## src/rtl/ssp_rx_deframer.sv

```systemverilog
// ssp_rx_deframer: SSP receive deframer, serial-to-parallel with receive FIFO and APB-style read path.
// Revision 1.0
`default_nettype none

module ssp_rx_deframer #(
  parameter int WIDTH = 8,
  parameter int DEPTH = 4
) (
  input  logic             PCLK,
  input  logic             CLEAR_B,
  input  logic             PSEL,
  input  logic             PWRITE,
  input  logic             SSPCLKIN,
  input  logic             SSPFSSIN,
  input  logic             SSPRXD,
  output logic [WIDTH-1:0] PRDATA,
  output logic             SSPRXINTR,
  output logic             SSPRXOVR
);

  localparam int AW = $clog2(DEPTH);
  localparam int CW = AW + 1;
  localparam int BW = $clog2(WIDTH);

  typedef enum logic [0:0] {
    IDLE  = 1'b0,
    SHIFT = 1'b1
  } state_t;

  state_t            state, state_nx;
  logic [BW-1:0]     bitcnt, bitcnt_nx;
  logic [WIDTH-1:0]  shreg, shreg_nx;
  logic [WIDTH-1:0]  push_word;
  logic              push;
  logic              sclk_prev;
  logic              sample_en;

  logic [WIDTH-1:0]  mem [DEPTH];
  logic [AW-1:0]     rd_ptr, wr_ptr;
  logic [CW-1:0]     count, count_nx;
  logic              full, pop, wr_en, ovr_set;

  // Serial data is launched on the rising SSPCLKIN edge, so sample on the falling one.
  assign sample_en = sclk_prev & ~SSPCLKIN;

  always_ff @(posedge PCLK or negedge CLEAR_B) begin
    if (!CLEAR_B) begin
      state     <= IDLE;
      bitcnt    <= '0;
      shreg     <= '0;
      sclk_prev <= 1'b0;
    end else begin
      state     <= state_nx;
      bitcnt    <= bitcnt_nx;
      shreg     <= shreg_nx;
      sclk_prev <= SSPCLKIN;
    end
  end

  always_comb begin
    state_nx  = state;
    bitcnt_nx = bitcnt;
    shreg_nx  = shreg;
    push      = 1'b0;
    push_word = {shreg[WIDTH-2:0], SSPRXD};
    case (state)
      IDLE: begin
        if (sample_en && SSPFSSIN) begin
          state_nx  = SHIFT;
          bitcnt_nx = '0;
        end
      end
      SHIFT: begin
        if (sample_en) begin
          shreg_nx  = push_word;
          bitcnt_nx = bitcnt + 1'b1;
          if (bitcnt == BW'(WIDTH - 1)) begin
            push      = 1'b1;
            bitcnt_nx = '0;
            // FSS on the last bit chains straight into the next frame.
            state_nx  = SSPFSSIN ? SHIFT : IDLE;
          end
        end
      end
      default: state_nx = IDLE;
    endcase
  end

  assign full    = (count == CW'(DEPTH));
  assign pop     = PSEL & ~PWRITE & (count != '0);
  assign wr_en   = push & (~full | pop);
  assign ovr_set = push & full & ~pop;

  always_comb begin
    count_nx = count;
    case ({wr_en, pop})
      2'b10:   count_nx = count + 1'b1;
      2'b01:   count_nx = count - 1'b1;
      default: count_nx = count;
    endcase
  end

  always_ff @(posedge PCLK) begin
    if (wr_en) begin
      mem[wr_ptr] <= push_word;
    end
  end

  always_ff @(posedge PCLK or negedge CLEAR_B) begin
    if (!CLEAR_B) begin
      rd_ptr    <= '0;
      wr_ptr    <= '0;
      count     <= '0;
      PRDATA    <= '0;
      SSPRXINTR <= 1'b0;
      SSPRXOVR  <= 1'b0;
    end else begin
      count     <= count_nx;
      SSPRXINTR <= (count_nx == CW'(DEPTH));
      if (wr_en) begin
        wr_ptr <= wr_ptr + 1'b1;
      end
      if (pop) begin
        PRDATA <= mem[rd_ptr];
        rd_ptr <= rd_ptr + 1'b1;
      end
      if (ovr_set) begin
        SSPRXOVR <= 1'b1;
      end
    end
  end

endmodule

`default_nettype wire

```

## config.mk

```make
export PLATFORM = sky130hd
export DESIGN_NAME = ssp_rx_deframer
export DESIGN_NICKNAME = d
export VERILOG_FILES = /design/src/rtl/ssp_rx_deframer.sv
export SDC_FILE = /design/constraint.sdc
export NUM_CORES = 1
export LEC_CHECK = 0
export BUFFER_PORTS_ARGS = -buffer_cell sky130_fd_sc_hd__buf_2
export CORE_MARGIN = 3
export CORE_UTILIZATION = 63
export CTS_BUF_LIST = sky130_fd_sc_hd__clkbuf_16
export CTS_CLUSTER_DIAMETER = 100
export DETAILED_ROUTE_END_ITERATION = 10
export PLACE_DENSITY_LB_ADDON = 0.08
export SYNTH_ARGS = -nofsm -noshare
export SYNTH_HDL_FRONTEND = slang
export SYNTH_SLANG_ARGS = --single-unit
```

## constraint.sdc

```tcl
create_clock -name PCLK -period 4.1 [get_ports PCLK]
set_input_delay 0 -clock PCLK [delete_from_list [all_inputs] [get_ports PCLK]]
set_output_delay 0 -clock PCLK [all_outputs]
set_load 0.01 [all_outputs]
```

# [Yosys cells after proc, flatten, opt, wreduce, memory -nomap -nowiden]
# Memory sizes are Yosys's and may differ from the RTL's. A register that Yosys moved wholly into a read port is not among the register bits.
# Index checks and enable logic that the tools add are counted.
[classes] n_addsub=5 eq_ne=7 n_mux=15 bitwise_logic=12 reduce_logical=5
[op_table] cell="$pmux W3 S2" n=2
[op_table] cell="$eq A3 B3 Y1 const B" n=3
[op_table] cell="$mux W1" n=9
[op_table] cell="$mux W3" n=3
[op_table] cell="$add A3 B1 Y3 const B" n=2
[op_table] cell="$and A1 B1 Y1" n=6
[op_table] cell="$not A1 Y1" n=5
[op_table] cell="$add A2 B1 Y2 const B" n=2
[op_table] cell="$reduce_and A2 Y1" n=2
[op_table] cell="$reduce_bool A3 Y1" n=1
[op_table] cell="$sub A3 B1 Y3 const B" n=1
[op_table] cell="$eq A2 B1 Y1 const B" n=1
[op_table] cell="$eq A2 B2 Y1 const B" n=1
[op_table] cell="$ne A2 B1 Y1 const B" n=1
[op_table] cell="$ne A2 B2 Y1 const B" n=1
[op_table] cell="$pmux W1 S2" n=1
[op_table] cell="$logic_and A1 B1 Y1" n=1
[op_table] cell="$logic_not A1 Y1" n=1
[op_table] cell="$or A1 B1 Y1" n=1
[totals] ff_bits=21 ram_bits=32 inputBits=7 output_inout_bits=10 elab_cells=54 memories=1
[memory_table] memory="mem" depth=4 word_bits=8 read_ports=1 rd_clocked_by_memory_dff=1 wr=1 line="38" source="logic [WIDTH-1:0] mem [DEPTH];"

# [Logic depth before layout (Yosys ltp)]
# Gate-level depths: netlist (run 1).
[depth] depth_word=8 ltp_mapped=9 depth_no_buf=9

# [Worst setup path after synthesis (run 1)]
# No wires, ideal clock.
[synth_timing] path_type="reg-to-reg" start="register bitcnt[0]" end="register SSPRXINTR" setup_ns=0.080 t_arrival_ns=2.364 t_required_ns=4.020 setup_slack_ns=1.655 path_stages_with_launch=10 path_buffers=0 period_less_slack_ns=2.445 cell_sequence="dfrtp_1 ha_1 ha_1 nand4b_1 nand2_1 nor2_1 fa_1 or4_1 a21o_1 o211ai_2"
[synth_via] elab_chain_len=8 word_cells_on_any_way=9 classes_between="eq/ne (4); mux (4); bitwise (1)"
[synth_lines] element="from (decl)" line="31" source="logic [BW-1:0] bitcnt, bitcnt_nx;"
[synth_lines] element="from (signal assigned)" line="54" source="bitcnt <= bitcnt_nx;"
[synth_lines] element="$eq A3 B3 Y1 (*)" line="77" source="if (bitcnt == BW'(WIDTH - 1)) begin"
[synth_lines] element="$mux W1 (*)" line="77"
[synth_lines] element="$mux W1 (*)" line="74" source="if (sample_en) begin"
[synth_lines] element="$mux W1 (*)" line="66" source="case (state)"
[synth_lines] element="$and A1 B1 Y1 (*)" line="91" source="assign wr_en = push & (~full | pop);"
[synth_lines] element="$eq A2 B1 Y1 or $eq A2 B2 Y1 (tied branches)" line="96" source="case ({wr_en, pop})"
[synth_lines] element="$pmux W3 S2 (*)" line="96"
[synth_lines] element="$eq A3 B3 Y1 (*)" line="119" source="SSPRXINTR <= (count_nx == CW'(DEPTH));"
[synth_lines] element="to (signal assigned)" line="119"
[synth_lines] element="to (decl)" line="17" source="output logic SSPRXINTR,"
# Mark *: on every way between the ends. The rest lies on a longest branch, timed or not.
# A chain may end at the register's enable or synchronous reset.

# [Worst setup path after layout (run 1)]
# Same ends and word-level chain as after synthesis.

==> results by group, run 1 <==
Die
  – Die X-Extent: just under 70 um
  – DIE HEIGHT: ~69 um
  – Ports: 17
  – Initial Util: between 60 and 70%
  – Row count: 22
  – DIE AREA: between 4000 and 5000 sq um
  – Core Box Area: between 3000 and 4000 sq um

Placed design
  – Post-DP HPWL: 2.96 mm
  – Pre-CTS WS: between 1 and 1.5 ns
  – Placer Congestion: between 0.7 and 0.8
  – Dpl cell area: ~2600 sq um
  – Port bufs: 16
  – Placed Cells: ~210

Detailed routing
  – Vias per cell: approximately 6.0
  – Routed WL: 4.56 mm
  – Via Count: between 1000 and 1500
  – WL per Instance: 19.7 um
  – Initial DRC count: between 100 and 150
  – Drc violations: 0
  – Antenna Nets Post-Route: 0
  – Drt first pass iters: 5

Global routing
  – Largest net degree at the start of global routing: 30
  – Global-route wire length before repair: between 7 and 8 mm
  – Initial antenna violation count: 0
  – Vias in the first global route: around 1500
  – GRT Residual Overflow: 0
  – Overall routing resource usage: a little over a fifth

Cells and area
  – Final Net Count: 192
  – Post-route insts no fill: 231
  – Layout cells sized above 1: 27.9%
  – Final core utilization: 77.8%
  – Fin area: between 2000 and 3000 sq um
  – Commonest cells after routing, fill and taps aside: edfxtp_1, dfrtp_1, mux2_2, buf_2
  – Area delta synth->final: 16.1%
  – Antenna cells: 0
  – Commonest non-fill, non-tap cell in the layout: edfxtp_1

Timing
  – Final-report hold violation count: 0
  – Slew HR: ~56%
  – Post-route setup TNS: 0 ns
  – Max Slew Vio Count: 0
  – Tmin final: ~2.8 ns
  – RSZ-0062 raised after global routing: false
  – Maximum clock rate: roughly 350 MHz
  – Setup slack after layout: ~1.3 ns
  – Slew @ Worst Pin: 0.660 ns
  – Skew final: 0.00653 ns
  – Tcrit/Tclk final: 69.3%
  – Final setup fails: 0

Clock tree
  – Num CTS Buffers: 9
  – H-tree depth: 3
  – CTS root buf: clkbuf_16
  – Clk buf depth: 2
  – CTS tree: done
  – CTS Sinks: 61
  – Clock latency on the worst-skew pair: around 0.31 ns
  – Setup bufs post-CTS: 0
  – CTS resizes: 0
  – Worst-path clk slew: roughly 0.050 ns

Logic synthesis
  – Post-synth top flop: edfxtp_1
  – Sequential share of the synthesized area: between 60% and 70%
  – Compound-Gate Fraction of Synth Area: under 10%
  – Async S/R FF share, synth: a little under half
  – Synth area leader: edfxtp_1
  – Syn Inst Count: between 150 and 200
  – Post-synth cell types: 35
  – XOR/XNOR share of the synthesized area: 1.75%
  – Netlist Area Pre-Place: ~2500 sq um
  – Adder-Cell Fraction of Synth Area: under 10%
  – Simple-gate share of the synthesized area: under 10%
  – Largest family of logic cells by synthesized area: multiplexers
  – Register bit total from synthesis: around 60
  – Warnings, synthesis: 0
  – Post-Syn Nets: 166
  – Post-Syn Area per Cell: ~17 sq um
  – Share of the synthesized area in the top cell type: about two fifths
  – Ranking of synthesized cells by area: edfxtp_1, dfrtp_1, mux2_2, mux4_2, ha_1
  – Number of enable flip-flop cells after synthesis: 32
  – Mux cell area share after synthesis: 14.4%

Job
  – Max-capacitance violation count: 0

Power
  – Clock power frac: a little under a third
  – Register share of total power: 48.3%
  – Peak VDD IR: 0.380 mV
  – Sw Ratio: 28.6%
  – Static leakage: 1.18 nW
  – P_int: 1.44 mW
  – Pwr/cell area: about 700 nW/um^2
  – Gate power share: a little over a fifth
  – Switch Pwr: roughly 0.58 mW

Critical path
  – Crit path required time: ~4.3 ns
  – Worst Path Class, Setup: flip-flop to flip-flop
  – Top fanout value on the critical path: 6
  – CP endpoint kind: flip-flop
  – CP Launch Type: flip-flop
  – Arr. time, crit path: 3.07 ns

Min path
  – HP Class: primary input to flip-flop

Run status
  – Outcome: finished, final reports clean
cells in the mapped netlist (3+ instances only):
master	instances
nor2_1	3
ha_1	6
mux2_2	16
inv_1	3
dfrtp_1	29
nand3_1	6
xnor2_1	4
o21ai_0	3
and2_1	4
mux4_2	8
nand2_1	9
edfxtp_1	32
critical path: stages, from the launching register on:
cell      delay, ns
dfrtp_1        0.37
ha_1           0.16
ha_1           0.21
nand4b_1       0.26
nand2_1        0.20
nor2_1         0.09
fa_1           0.47
or4_1          0.58
a21o_1         0.24
o211ai_2       0.19
final timing paths:
kind | startpoint | to | slack, ns | depth (start not counted)
setup / recovery | bitcnt[0]$_DFFE_PN0P_ | SSPRXINTR$_DFF_PN0_ | 1.26 | 9
hold / removal | PSEL | SSPRXOVR$_DFFE_PN0P_ | 0.21 | 3
setup reg to reg | bitcnt[0]$_DFFE_PN0P_ | SSPRXINTR$_DFF_PN0_ | 1.26 | 9
hold reg to reg | SSPRXOVR$_DFFE_PN0P_ | SSPRXOVR$_DFFE_PN0P_ | 0.49 | 1
max in group asynchronous | CLEAR_B | bitcnt[1]$_DFFE_PN0P_ | 3.41 | 2
min in group asynchronous | CLEAR_B | shreg[6]$_DFFE_PN0P_ | 0.25 | 2
logic make-up after synthesis:
family,after synthesis
AO/OA/AOI/OAI,15
XOR/XNOR,5
adder cells (fa/ha/maj),7
buffers and inverters,8
flip-flops,61
multiplexers,24
AND/OR/NAND/NOR,32
power groups by stage:
stage          combinational (mW)  clock [mW]  sequential, mW
5_1_grt                     0.467       0.665            1.01
6_report                    0.425       0.619           0.976
3_5_place_dp                0.418           0           0.990
3_3_place_gp                0.387           0           0.968
2_1_floorplan               0.331           0           0.919
4_1_cts                     0.429       0.630           0.981
registers in the layout, summed over array words and instances (netlist names):
register   cells
shreg          7
wr_ptr         2
sclk_prev      1
bitcnt         3
rd_ptr         2
count          3
PRDATA         8
SSPRXOVR       1
mem           32
SSPRXINTR      1
state          1
through the flow:
step | total power, mW | hold WS [ns]
6_report | 2.02 | 0.205
5_1_grt | 2.14 | 0.244
4_1_cts | 2.04 | 0.207
3_5_place_dp | 1.41 | 0.0703
3_3_place_gp | 1.35 | 0.0540
2_1_floorplan | 1.25 | -0.296
routing by layer:
metal	part of all wire (%)	vias to the layer above	global-route usage, %	wire length (um)
met2	51	36	34.1	2330
met3	4.2	9	7.87	192
li1	-	629	-	-
met5	0	-	0	0
met4	2.0	0	7.38	89
met1	43	701	28.4	1940
layout make-up:
class / instances / area (sq um)
well taps: 48 / 60.1
flip-flops and latches: 61 / 1690
clock inverters: 7 / 26.3
multi-input cells: 83 / 783
inverters: 3 / 11.3
clock buffers: 9 / 225
repair buffers: 20 / 120
fillers: 221 / 831
timing repair:
action,4_1_cts,5_1_grt
endpoints found under the setup margin,0,0
endpoints found under the hold margin,36,0
hold buffers,4,0
No activity file was read; power rests on OpenSTA's default activity.
==> inputs of run 2 (changes only) <==
- CORE_UTILIZATION: 63 -> 59
- clock period: 4.1 -> 2.9 ns (I/O delays scaled with it)
==> run 2 against run 1 <==
Net effect:
- maximum frequency is 1.9% higher
- combinational power rose by 38%
- clock skew shrank 0.0013 ns
- final area grew 4.3%
- power increased by 61%
- setup slack got worse by 1.1 ns
- core utilization shrank 3.0 points
- critical path depth stayed put
- clock-buffer cell count is the same
- clock power rose by 110%
- cell count is 1.3% higher
- largest cell class unchanged
- largest power group unchanged
- highest routed layer unchanged
==> results by group, run 2 (synthesis results as in run 1) <==
Detailed routing
  – WL met1: 1.91 mm (was 1.94 mm)
  – Drt first pass iters: 4 (was 5)
  – Met2 routed WL: 2.25 mm (was 2.33 mm)
  – Via Count: 1378 (was 1375)
  – Top routing layer in use: met4 (unchanged)
  – WL per Instance: 19.3 um (was 19.7 um)
  – Drc violations: 0 (unchanged)
  – Initial DRC count: 96 (was 133)
  – Routed WL: 4.51 mm (was 4.56 mm)
  – Antenna Nets Post-Route: 0 (unchanged)
  – Vias per cell: 5.89 (was 5.95)
  – WL met3: 220 um (was 192 um)

Critical path
  – CP dominant cell by count: ha_1 (unchanged)
  – Max incr delay on CP: 0.58 ns (about the same)
  – R2R Path End: SSPRXINTR$_DFF_PN0_ (unchanged)
  – Arr. time, crit path: 3.03 ns (was 3.07 ns)
  – Crit. Startpoint: bitcnt[1]$_DFFE_PN0P_ (was bitcnt[0]$_DFFE_PN0P_)
  – Crit path max-delay family: simple AND/OR/NAND/NOR gates (unchanged)
  – Worst-path cell chain: ha_1 > ha_1 > nand4b_1 > nand2_2 > nor2_1 > fa_1 > or4_1 > a21o_1 > o211ai_2 (was ha_1 > ha_1 > nand4b_1 > nand2_1 > nor2_1 > fa_1 > or4_1 > a21o_1 > o211ai_2)
  – Worst Path Class, Setup: flip-flop to flip-flop (unchanged)
  – Reg2reg start: bitcnt[1]$_DFFE_PN0P_ (was bitcnt[0]$_DFFE_PN0P_)
  – Top fanout value on the critical path: 6 (unchanged)
  – CP Launch Type: flip-flop (unchanged)
  – Worst r2r path cells: 9 (unchanged)
  – Reg2Reg Setup Slack: 0.11 ns (was 1.26 ns)
  – CP max-delay cell: or4_1 (unchanged)
  – CP endpoint kind: flip-flop (unchanged)
  – Crit path buf inv count: 0 (unchanged)
  – Crit path required time: 3.14 ns (was 4.33 ns)

Min path
  – WHS Path Cells: 5 (was 3)
  – Hold path endpoint: count[1]$_DFF_PN0_ (was SSPRXOVR$_DFFE_PN0P_)
  – HP Class: primary input to flip-flop (unchanged)
  – HP Start: PWRITE (was PSEL)

Run status
  – Outcome: finished, final reports clean (unchanged)

Timing
  – Final-report hold violation count: 0 (unchanged)
  – Max Slew Vio Count: 0 (unchanged)
  – Slew HR: 55.2% (was 56.0%)
  – Skew final: 0.00520 ns (was 0.00653 ns)
  – Slew @ Worst Pin: 0.671 ns (was 0.660 ns)
  – Post-route setup TNS: 0 ns (unchanged)
  – Tmin final: 2.79 ns (was 2.84 ns)
  – Maximum clock rate: 358 MHz (was 352 MHz)
  – Tcrit/Tclk final: 96.2% (was 69.3%)
  – Fin Hold WS: 0.187 ns (was 0.205 ns)
  – Final setup fails: 0 (unchanged)

Clock tree
  – H-tree depth: 3 (unchanged)
  – Num CTS Buffers: 9 (unchanged)
  – Worst-path clk slew: 0.05 ns (about the same)
  – Clk buf depth: 2 (unchanged)
  – CTS tree: done (unchanged)
  – CTS root buf: clkbuf_16 (unchanged)
  – Clock latency on the worst-skew pair: 0.33 ns (was 0.31 ns)
  – CTS Sinks: 61 (unchanged)

Cells and area
  – Layout cells sized above 1: 32.6% (was 27.9%)
  – Commonest non-fill, non-tap cell in the layout: edfxtp_1 (unchanged)
  – Post-route insts no fill: 234 (was 231)
  – Top reg by flops: mem (unchanged)
  – Final Net Count: 193 (was 192)
  – Antenna cells: 0 (unchanged)
  – Area delta synth->final: 21.0% (was 16.1%)
  – Top flop regs: mem: 32 flops, PRDATA: 8 flops, shreg: 7 flops (unchanged)
  – Max reg flops: 32 (unchanged)
  – Commonest cells after routing, fill and taps aside: edfxtp_1, dfrtp_1, mux2_2, buf_2, clkbuf_16 (was edfxtp_1, dfrtp_1, mux2_2, buf_2)

Placed design
  – Placed Cells: 213 (was 211)
  – Placer Congestion: 0.930 (was 0.787)
  – Port bufs: 16 (unchanged)
  – Post-DP HPWL: 2.72 mm (was 2.96 mm)

Power
  – Peak VDD IR: 0.803 mV (was 0.380 mV)
  – Total Power: 3.25 mW (was 2.02 mW)
  – Pwr/cell area: 1070 nW/um^2 (was 694 nW/um^2)
  – Static leakage: 1.22 nW (was 1.18 nW)

Die
  – Ports: 17 (unchanged)
  – Initial Util: 61.8% (was 67.0%)
  – Row count: 23 (was 22)
  – DIE HEIGHT: 71.2 um (was 69.1 um)
  – Die X-Extent: 71.2 um (was 69.1 um)
  – DIE AREA: 5070 sq um (was 4780 sq um)
  – Core Box Area: 4060 sq um (was 3740 sq um)

Global routing
  – Vias in the first global route: 1436 (was 1514)
  – Overall routing resource usage: 20.5% (was 21.8%)
  – GRT Residual Overflow: 0 (unchanged)
  – Initial antenna violation count: 0 (unchanged)
  – Global-route wire length before repair: 7.43 mm (was 7.69 mm)
  – Largest net degree at the start of global routing: 30 (unchanged)

Job
  – Max-capacitance violation count: 0 (unchanged)
## run 2: cell count changes in the layout (fill, tap and decap cells not counted), sizes merged
| cell | previous run | this run |
|---|---|---|
| inv | 9 | 3 |
| buf | 16 | 17 |
| bufinv | 0 | 4 |
| clkinv | 1 | 2 |
| clkinvlp | 0 | 1 |
## run 2: routing by layer
layer  up-vias  track usage [%]
li1        633                -
met1       697             25.9
met2        36             31.7
met3        12             6.53
met4         0             10.9
met5         -                0
## run 2: worst max-delay path by stage
stage               depth (start not counted)                  end  slack (ns)
floorplan                                   9  SSPRXINTR$_DFF_PN0_        0.46
global placement                            9  SSPRXINTR$_DFF_PN0_        0.38
detailed placement                          9  SSPRXINTR$_DFF_PN0_        0.17
CTS                                         9  SSPRXINTR$_DFF_PN0_        0.11
global route                                9  SSPRXINTR$_DFF_PN0_       -0.04
finish                                      9  SSPRXINTR$_DFF_PN0_        0.11
## run 2: layout make-up
cell class / count / area [sq um]
flip-flops and latches: 61 / 1690
fillers: 233 / 1020
multi-input cells: 83 / 786
clock buffers: 9 / 225
clock inverters: 7 / 138
repair buffers: 21 / 128
well taps: 50 / 62.6
inverters: 3 / 11.3
## run 2: what timing repair did
item / CTS / global route
gates resized for setup: 0 / 1
setup endpoints to repair: 0 / 1
hold buffers: 4 / 0
hold endpoints to repair: 36 / 0
setup buffers: 0 / 1
## run 2: where the power goes
group          switching [mW]  leakage (nW)  total, mW  internal [mW]
Combinational           0.252         0.407      0.585          0.333
Clock                   0.368         0.175       1.29          0.922
Sequential              0.228         0.634       1.38           1.15
Total                   0.849          1.22       3.25           2.40
## run 2: worst min-delay path: cells and delay by family
kind | cells | cell delay [ns]
compound gates | 1 | 0.10
buf+inv | 1 | 0.08
simple gates | 3 | 0.28
## run 2: metrics by stage
stage / setup slack [ns] / util (%) / area, sq um
after detailed placement: 0.169 / 64.7 / 2620
final: 0.110 / 74.8 / 3040
after CTS: 0.107 / 74.6 / 3030
after global routing: -0.0352 / 74.8 / 3040
after global placement: 0.377 / 64.7 / 2620
after floorplan: 0.455 / - / 2510
